<file path="src/rtl/memdma_pkg.sv">
// rtl/memdma_pkg.sv - shared state, mode and width definitions for memdma
package memdma_pkg;

    localparam int ADDR_W = 26;
    localparam int DATA_W = 16;

    localparam logic MODE_COPY = 1'b0;
    localparam logic MODE_FILL = 1'b1;

    typedef enum logic [2:0] {
        IDLE   = 3'd0,
        RD_ACC = 3'd1,
        RD_GAP = 3'd2,
        WR_ACC = 3'd3,
        WR_GAP = 3'd4,
        FIN    = 3'd5
    } state_t;

    // Words moved in one staging round: min(burst, rem)
    function automatic logic [DATA_W-1:0] round_len(input logic [DATA_W-1:0] rem, input int burst);
        return (rem > DATA_W'(burst)) ? DATA_W'(burst) : rem;
    endfunction

endpackage

</file>
<file path="src/rtl/memdma_buf.sv">
// rtl/memdma_buf.sv - staging register file, one write port and one read port
module memdma_buf
    import memdma_pkg::*;
#(
    parameter int DEPTH = 8,
    parameter int IW    = $clog2(DEPTH)
) (
    input  logic              clk,
    input  logic              wr_en,
    input  logic [IW-1:0]     wr_idx,
    input  logic [DATA_W-1:0] wr_data,
    input  logic [IW-1:0]     rd_idx,
    output logic [DATA_W-1:0] rd_data
);

    logic [DATA_W-1:0] mem [DEPTH];

    always_ff @(posedge clk) begin
        if (wr_en) begin
            mem[wr_idx] <= wr_data;
        end
    end

    assign rd_data = mem[rd_idx];

endmodule

</file>
<file path="src/rtl/memdma.sv">
// rtl/memdma.sv - single-channel copy/fill DMA master on hub bus B; fill mode built only with MEMDMA_FILL_EN
module memdma
    import memdma_pkg::*;
#(
    parameter int BURST = 8
) (
    input  logic              clk,
    input  logic              reset,
    input  logic              start,
    input  logic              mode,
    input  logic [ADDR_W-1:0] src_addr,
    input  logic [ADDR_W-1:0] dst_addr,
    input  logic [DATA_W-1:0] len,
    input  logic [DATA_W-1:0] fill_data,
    input  logic              abort,
    output logic              busy,
    output logic              done,
    output logic              aborted,
    output logic [DATA_W-1:0] remaining,
    output logic              cs,
    output logic              rd,
    output logic              wr,
    output logic [1:0]        mask,
    input  logic              nwait,
    output logic [ADDR_W-1:0] addr,
    output logic [DATA_W-1:0] wdata,
    input  logic [DATA_W-1:0] rdata
);

    localparam int IW = $clog2(BURST);
    localparam int CW = IW + 1;

    state_t            state;
    logic [ADDR_W-1:0] src;
    logic [ADDR_W-1:0] dst;
    logic [CW-1:0]     rk;
    logic [CW-1:0]     wk;
    logic [CW-1:0]     rnd_n;
    logic              ab_q;
    logic              start_fill;
    logic              fill;
    logic [DATA_W-1:0] buf_rdata;
    logic [DATA_W-1:0] wsrc;

    memdma_buf #(.DEPTH(BURST)) u_buf (
        .clk     (clk),
        .wr_en   (state == RD_ACC && nwait),
        .wr_idx  (rk[IW-1:0]),
        .wr_data (rdata),
        .rd_idx  (wk[IW-1:0]),
        .rd_data (buf_rdata)
    );

`ifdef MEMDMA_FILL_EN
    logic              mode_q;
    logic [DATA_W-1:0] fill_q;

    always_ff @(posedge clk or negedge reset) begin
        if (!reset) begin
            mode_q <= MODE_COPY;
            fill_q <= '0;
        end else if (state == IDLE && start) begin
            mode_q <= mode;
            fill_q <= fill_data;
        end
    end

    assign start_fill = (mode == MODE_FILL);
    assign fill       = (mode_q == MODE_FILL);
    assign wsrc       = fill ? fill_q : buf_rdata;
`else
    logic unused_cfg;
    assign unused_cfg = ^{mode, fill_data};
    assign start_fill = 1'b0;
    assign fill       = 1'b0;
    assign wsrc       = buf_rdata;
`endif

    // Bus strobes decode straight from state so reset drops cs at once
    assign busy    = (state != IDLE);
    assign rd      = (state == RD_ACC);
    assign wr      = (state == WR_ACC);
    assign cs      = rd | wr;
    assign mask    = 2'b00;
    assign done    = (state == FIN) && !ab_q;
    assign aborted = (state == FIN) && ab_q;
    assign addr    = rd ? src : (wr ? dst : '0);
    assign wdata   = wr ? wsrc : '0;

    always_ff @(posedge clk or negedge reset) begin
        if (!reset) begin
            state     <= IDLE;
            src       <= '0;
            dst       <= '0;
            remaining <= '0;
            rk        <= '0;
            wk        <= '0;
            rnd_n     <= '0;
            ab_q      <= 1'b0;
        end else begin
            case (state)
                IDLE: if (start) begin
                    src       <= {src_addr[ADDR_W-1:1], 1'b0};
                    dst       <= {dst_addr[ADDR_W-1:1], 1'b0};
                    remaining <= len;
                    rk        <= '0;
                    wk        <= '0;
                    rnd_n     <= CW'(round_len(len, BURST));
                    ab_q      <= abort;
                    if (len == '0 || abort) state <= FIN;
                    else if (start_fill)    state <= WR_ACC;
                    else                    state <= RD_ACC;
                end
                RD_ACC: if (nwait) begin
                    src   <= src + ADDR_W'(2);
                    rk    <= rk + CW'(1);
                    state <= RD_GAP;
                end
                RD_GAP: begin
                    if (abort) begin
                        ab_q  <= 1'b1;
                        state <= FIN;
                    end else if (rk < rnd_n) begin
                        state <= RD_ACC;
                    end else begin
                        wk    <= '0;
                        state <= WR_ACC;
                    end
                end
                WR_ACC: if (nwait) begin
                    dst       <= dst + ADDR_W'(2);
                    remaining <= remaining - DATA_W'(1);
                    wk        <= wk + CW'(1);
                    state     <= WR_GAP;
                end
                WR_GAP: begin
                    // Last word written counts as normal completion even if abort is up
                    if (remaining == '0) begin
                        state <= FIN;
                    end else if (abort) begin
                        ab_q  <= 1'b1;
                        state <= FIN;
                    end else if (!fill && wk == rnd_n) begin
                        rk    <= '0;
                        rnd_n <= CW'(round_len(remaining, BURST));
                        state <= RD_ACC;
                    end else begin
                        state <= WR_ACC;
                    end
                end
                FIN: begin
                    ab_q  <= 1'b0;
                    state <= IDLE;
                end
                default: state <= IDLE;
            endcase
        end
    end

endmodule

</file>
<file path="config.mk">
export PLATFORM = sky130hd
export DESIGN_NAME = memdma
export DESIGN_NICKNAME = d
export VERILOG_FILES = /design/src/rtl/memdma_pkg.sv /design/src/rtl/memdma_buf.sv /design/src/rtl/memdma.sv
export SDC_FILE = /design/constraint.sdc
export NUM_CORES = 1
export LEC_CHECK = 0
export CORE_UTILIZATION = 45
export DETAILED_ROUTE_END_ITERATION = 10
export PLACE_DENSITY = 0.78
export SLEW_MARGIN = 10
export SYNTH_ARGS = -nofsm -noshare
export SYNTH_HDL_FRONTEND = slang
export SYNTH_SLANG_ARGS = --single-unit
</file>
<file path="constraint.sdc">
create_clock -name clk -period 3.68 [get_ports clk]
set_input_delay 1.104 -clock clk [delete_from_list [all_inputs] [get_ports clk]]
set_output_delay 1.104 -clock clk [all_outputs]
set_load 0.005 [all_outputs]
</file>
### Word-level counts from Yosys, hierarchy flattened

Memory sizes are Yosys's and may differ from the RTL's.
Cells that the tools add are included.

| storage, ports and cells | value |
|---|---|
| logic and storage cells | 99 |
| bits of input ports | 106 |
| output and inout port bits | 66 |
| register bits | 84 |
| memories kept | 1 |
| memory bits (writable) | 128 |

Memories:

| name | words | width | read ports | clocked after Yosys merged registers in | wr ports | line | source |
|---|---|---|---|---|---|---|---|
| u_buf.mem | 8 | 16 | 1 | 0 | 1 | memdma_buf.sv:16 | `logic [DATA_W-1:0] mem [DEPTH];` |

| cells by class | value |
|---|---|
| bitwise gates (word level) | 1 |
| reductions and logical operators | 22 |
| $add $sub $neg | 5 |
| eq/ne operators | 14 |
| multiplexer cells | 45 |
| order comparisons | 3 |

Operator list:

| kind | number |
|---|---|
| two-way mux 26 bit | 6 |
| case mux 26 bit (2 select lines) | 2 |
| two-way mux 4 bit | 14 |
| adder 26 x 2 -> 26 bit (second input constant) | 2 |
| two-way mux 16 bit | 3 |
| greater-than comparator 16 x 4 -> 1 bit (second input constant) | 2 |
| zero test 16 bit | 2 |
| case mux 16 bit (2 select lines) | 1 |
| case mux 4 bit (3 select lines) | 2 |
| two-way mux 3 bit | 7 |
| subtractor 16 x 1 -> 16 bit (second input constant) | 1 |
| case mux 3 bit (5 select lines) | 1 |
| inequality test 2 bit (second input constant) | 6 |
| AND reduction 3 bit | 4 |
| AND reduction 5 bit | 2 |
| nonzero test 3 bit | 3 |
| adder 4 x 1 -> 4 bit (second input constant) | 2 |
| case mux 4 bit (2 select lines) | 1 |
| equality test 3 x 2 -> 1 bit (second input constant) | 2 |
| equality test 3 bit (second input constant) | 2 |
| AND reduction 6 bit | 1 |
| nonzero test 2 bit | 3 |
| two-way mux 1 bit | 5 |
| equality test 4 bit | 1 |
| other kinds (11) | 15 |

### Logic depth before layout (Yosys ltp)

| logic depth | value |
|---|---|
| depth in word-level cells | 6 |
| gate-level depth with buffers | 8 |
| mapped depth without buffers | 7 |

### By module

From an unflattened synthesis, not the netlist that was laid out.

| second synthesis, totals | value |
|---|---|
| cells, all modules | 895 |
| area, all modules | 10598.9 um^2 |

By module, submodules not included:

| module | times used | cells each | seq. area each (um^2) | area each (um^2) |
|---|---|---|---|---|
| memdma | 1 | 697 | 2052.0 | 5625.4 |
| memdma_buf | 1 | 198 | 3843.7 | 4973.5 |

### Least setup slack after synthesis

OpenSTA, ideal clock, no wires.

| timing | value |
|---|---|
| kind | input-to-reg |
| from | in nwait |
| to | mem u_buf.mem[0][0] (enable) |
| buffers on the path | 1 |
| path slack | 0.599 ns |
| stages on the path | 3 |
| required time | 3.271 ns |
| arrival time | 2.672 ns |
| setup time | 0.409 ns |
| cells stage by stage | clkbuf_1 > nand3b_1 > nor3_1 |

| on the way | value |
|---|---|
| longest elaborated chain between the ends | 3 |

Ends and longest elaborated chain:

| element | line | source |
|---|---|---|
| start: declaration | memdma.sv:24 | `input logic nwait,` |
| logical AND 1 bit | memdma.sv:47 | `.wr_en (state == RD_ACC && nwait),` |
| two-way mux 1 bit | memdma_buf.sv:19 | `if (wr_en) begin` |
| two-way mux 1 bit (not written as such) | memdma_buf.sv:20 | `mem[wr_idx] <= wr_data;` |
| end: declaration | memdma_buf.sv:16 |  |

No other way between the ends.

### Worst setup path in the final report

| timing | value |
|---|---|
| from | reg state[0] |
| to | out addr[17] |

| on the way | value |
|---|---|
| longest elaborated chain between the ends | 3 |
| elaborated cells between the ends (all ways) | 4 |
| those cells by class | 2 x eq/ne; 2 x mux |

Ends and longest elaborated chain:

| element | line | source |
|---|---|---|
| start: declaration | memdma.sv:33 | `state_t state;` |
| start signal: assignment | memdma.sv:92 | `state <= IDLE;` |
| start signal: assignment | memdma.sv:110 | `if (len == '0 \|\| abort) state <= FIN;` |
| start signal: assignment | memdma.sv:111 | `else if (start_fill) state <= WR_ACC;` |
| equality test 3 x 2 -> 1 bit | memdma.sv:82 | `assign wr = (state == WR_ACC);` |
| two-way mux 26 bit | memdma.sv:87 | `assign addr = rd ? src : (wr ? dst : '0);` |
| two-way mux 26 bit (*) | memdma.sv:87 |  |
| end: declaration | memdma.sv:25 | `output logic [ADDR_W-1:0] addr,` |

Mark *: on every way between the ends. The rest lies on a longest branch, timed or not.

==> reports/metrics.cfg <==
[timing]
slew_headroom_pct=54.4
tightest_slew_ns=0.683
rsz0062_at_grt=yes
finalHoldViolCount=0
fmax_mhz=280
setup_violations=0
drv_slew=0
skew_ns=0.0161
setup_ws_ns=0.105
min_period_ns=3.57
timing.final.crit_share_pct=97.1
hold_slack_ns=0.525

[cells_and_area]
postLayoutCellArea_mm2=0.0130
stdcell_count=1339
syn_to_final_growth_pct=25.8
layout-drive-gt1-share_pct=10.9
n_antenna_cell=0
fin_util_pct=57.6
fin_nets=1154

[global_route]
grt_first_pass_wirelength_um=42000
grt_max_degree=56
track_usage_pct=22.5
antenna_found_initial=0
grt_pass1_vias=7830
grt_remaining_overflow=0

[detailed_routing]
dr_total_vias=8067
vias_per_cell=6.02
ant_nets=0
drt_iter0_markers=598
firstDrtPassIters=5
routed_wl_um=26800
wl_per_cell_um=20.0
drc=0

[floorplanning]
die_h_um=154
rows=55
die_x_um=154
initial_core_util_pct=45.8
core_mm2=0.0226
io-pin-count=172
die-area_mm2=0.0236

[clocking]
numCtsBuffers=23
cts_sinks=210
clkTransAtPathRegs_ns=0.06
clkLatencyLatePin_ns=0.53
htree_levels=1
root_buffer=clkbuf_16
tritoncts=done
clock_path_buffers=3

[power_and_ir_drop]
peakVddDrop_mv=0.463
power.density_mw_per_mm2=764
cellLeakagePower_nw=4.58

[worst_hold_path]
min_path_type=input port to async pin

[placement]
pre_cts_ws_ns=0.402
io_buffer_count=149
hpwlAfterDp_um=17600
dp_cells=1296
gp_congestion=0.884
place_area_mm2=0.0122

[synth]
synth-seq-area-share_pct=57.1
synth_area_leaders=edfxtp_1 37%, dfrtp_1 20%, mux4_2 7.0%
synth_edf_count=128
ys_types=67
synth_top_area_share_pct=37.2
yosysMostFrequentCell=edfxtp_1
synth.cell_area_mm2=0.0103
synth_cells=895
yosys_most_used_dff=edfxtp_1
synth_common_cells=128 x edfxtp_1, 97 x nand2_1, 82 x dfrtp_1
async_flop_share_pct=39.0
syn_area_per_cell_um2=11.5
synth_seq_cells=210
synth_top_area_cell=edfxtp_1
synth-warning-count=0

[critical_path]
cp_max_fo=24
critPathLaunchType=register
path_class=register to output pin
cp.required_ns=2.58
cp-end-kind=output pin
cp.arrival_ns=2.47

[outcome]
status=complete, no violations

[flow_run]
cap_violations=0

metal layers:
| metal | up-vias | global-route usage [%] | part of all wire [%] |
|---|---|---|---|
| li1 | 3742 | - | - |
| met1 | 3941 | 29.6 | 42 |
| met2 | 340 | 38.8 | 50 |
| met3 | 44 | 3.97 | 6.8 |
| met4 | 0 | 5.43 | 2.1 |
| met5 | - | 0 | 0 |
cell families after synthesis:
| logic type | after synthesis | share of synthesized area, % |
|---|---|---|
| and+or+nand+nor | 282 | 13.6 |
| AOI/OAI and AO/OA | 253 | 15.5 |
| DFF | 210 | 57.1 |
| buffers and inverters | 82 | 3.19 |
| muxes | 53 | 9.04 |
| adders and majority gates | 9 | 1.09 |
| xor gates and xnor gates | 5 | 0.424 |
| other | 1 | 0.0363 |
cell usage in the layout (no fill, tap or decap), drive strengths merged, types with 10 or more instances in the layout:
master / n
a21oi: 78
clkdlybuf4s50: 148
nand2: 97
clkbuf: 29
dfrtp: 82
o22ai: 30
a31oi: 12
buf: 32
nor3: 24
inv: 22
nand3: 37
o21ai: 52
a2bb2oi: 21
nand4: 16
nor4: 10
nor2: 59
a22o: 12
edfxtp: 128
mux2i: 19
mux4: 32
power by group:
part / leakage, nW / internal, mW / switching (mW) / total, mW
logic: 2.12 / 2.00 / 2.08 / 4.08
clock network: 0.352 / 1.27 / 0.946 / 2.22
registers: 2.11 / 3.02 / 0.618 / 3.63
state kept, by name, summed over array words and instances, names as in the netlist:
signal,count
state,3
u_buf.mem,128
src,25
rnd_n,4
dst,25
wk,4
ab_q,1
rk,4
remaining,16
timing repair:
action,4_1_cts,5_1_grt
resized for setup,1,1
buffers inserted,3,0
hold buffers,0,0
pin swaps,0,0
endpoints found under the setup margin,13,2
worst max-delay path: stages (launching register included):
cell and delay [ns]:
dfrtp_1 0.58, nand2_1 0.17, inv_2 0.19, buf_4 0.29, nand2_1 0.13, nand2_1 0.10, clkdlybuf4s50_1 0.50
cell type report:
cell class,count,area (um2)
Inverter,19,71.3
Clock buffer,29,618
Sequential cell,210,5900
Fill cell,1800,9570
Multi-Input combinational cell,605,4140
Timing Repair Buffer,180,1810
Clock inverter,11,105
Tap cell,285,357
path summary, 6_finish.rpt:
check / from / endpoint / slack [ns] / depth (start not counted)
min: reset / rnd_n[3] / 0.53 / 1
max in group asynchronous: reset / dst[13] / 2.51 / 2
min reg2reg: dst[8] / dst[8] / 0.53 / 2
max: state[0] / addr[17] / 0.11 / 6
max reg2reg: state[0] / rk[2] / 1.40 / 7
min in group clk: dst[8] / dst[8] / 0.53 / 2
stage by stage:
step / power (mW) / TNS [ns]
floorplan: 6.02 / 0
global placement: 7.58 / 0
detailed placement: 7.69 / 0
CTS: 9.96 / 0
global route: 10.5 / -0.00435
finish: 9.93 / 0
No activity file was read; power rests on OpenSTA's default activity.
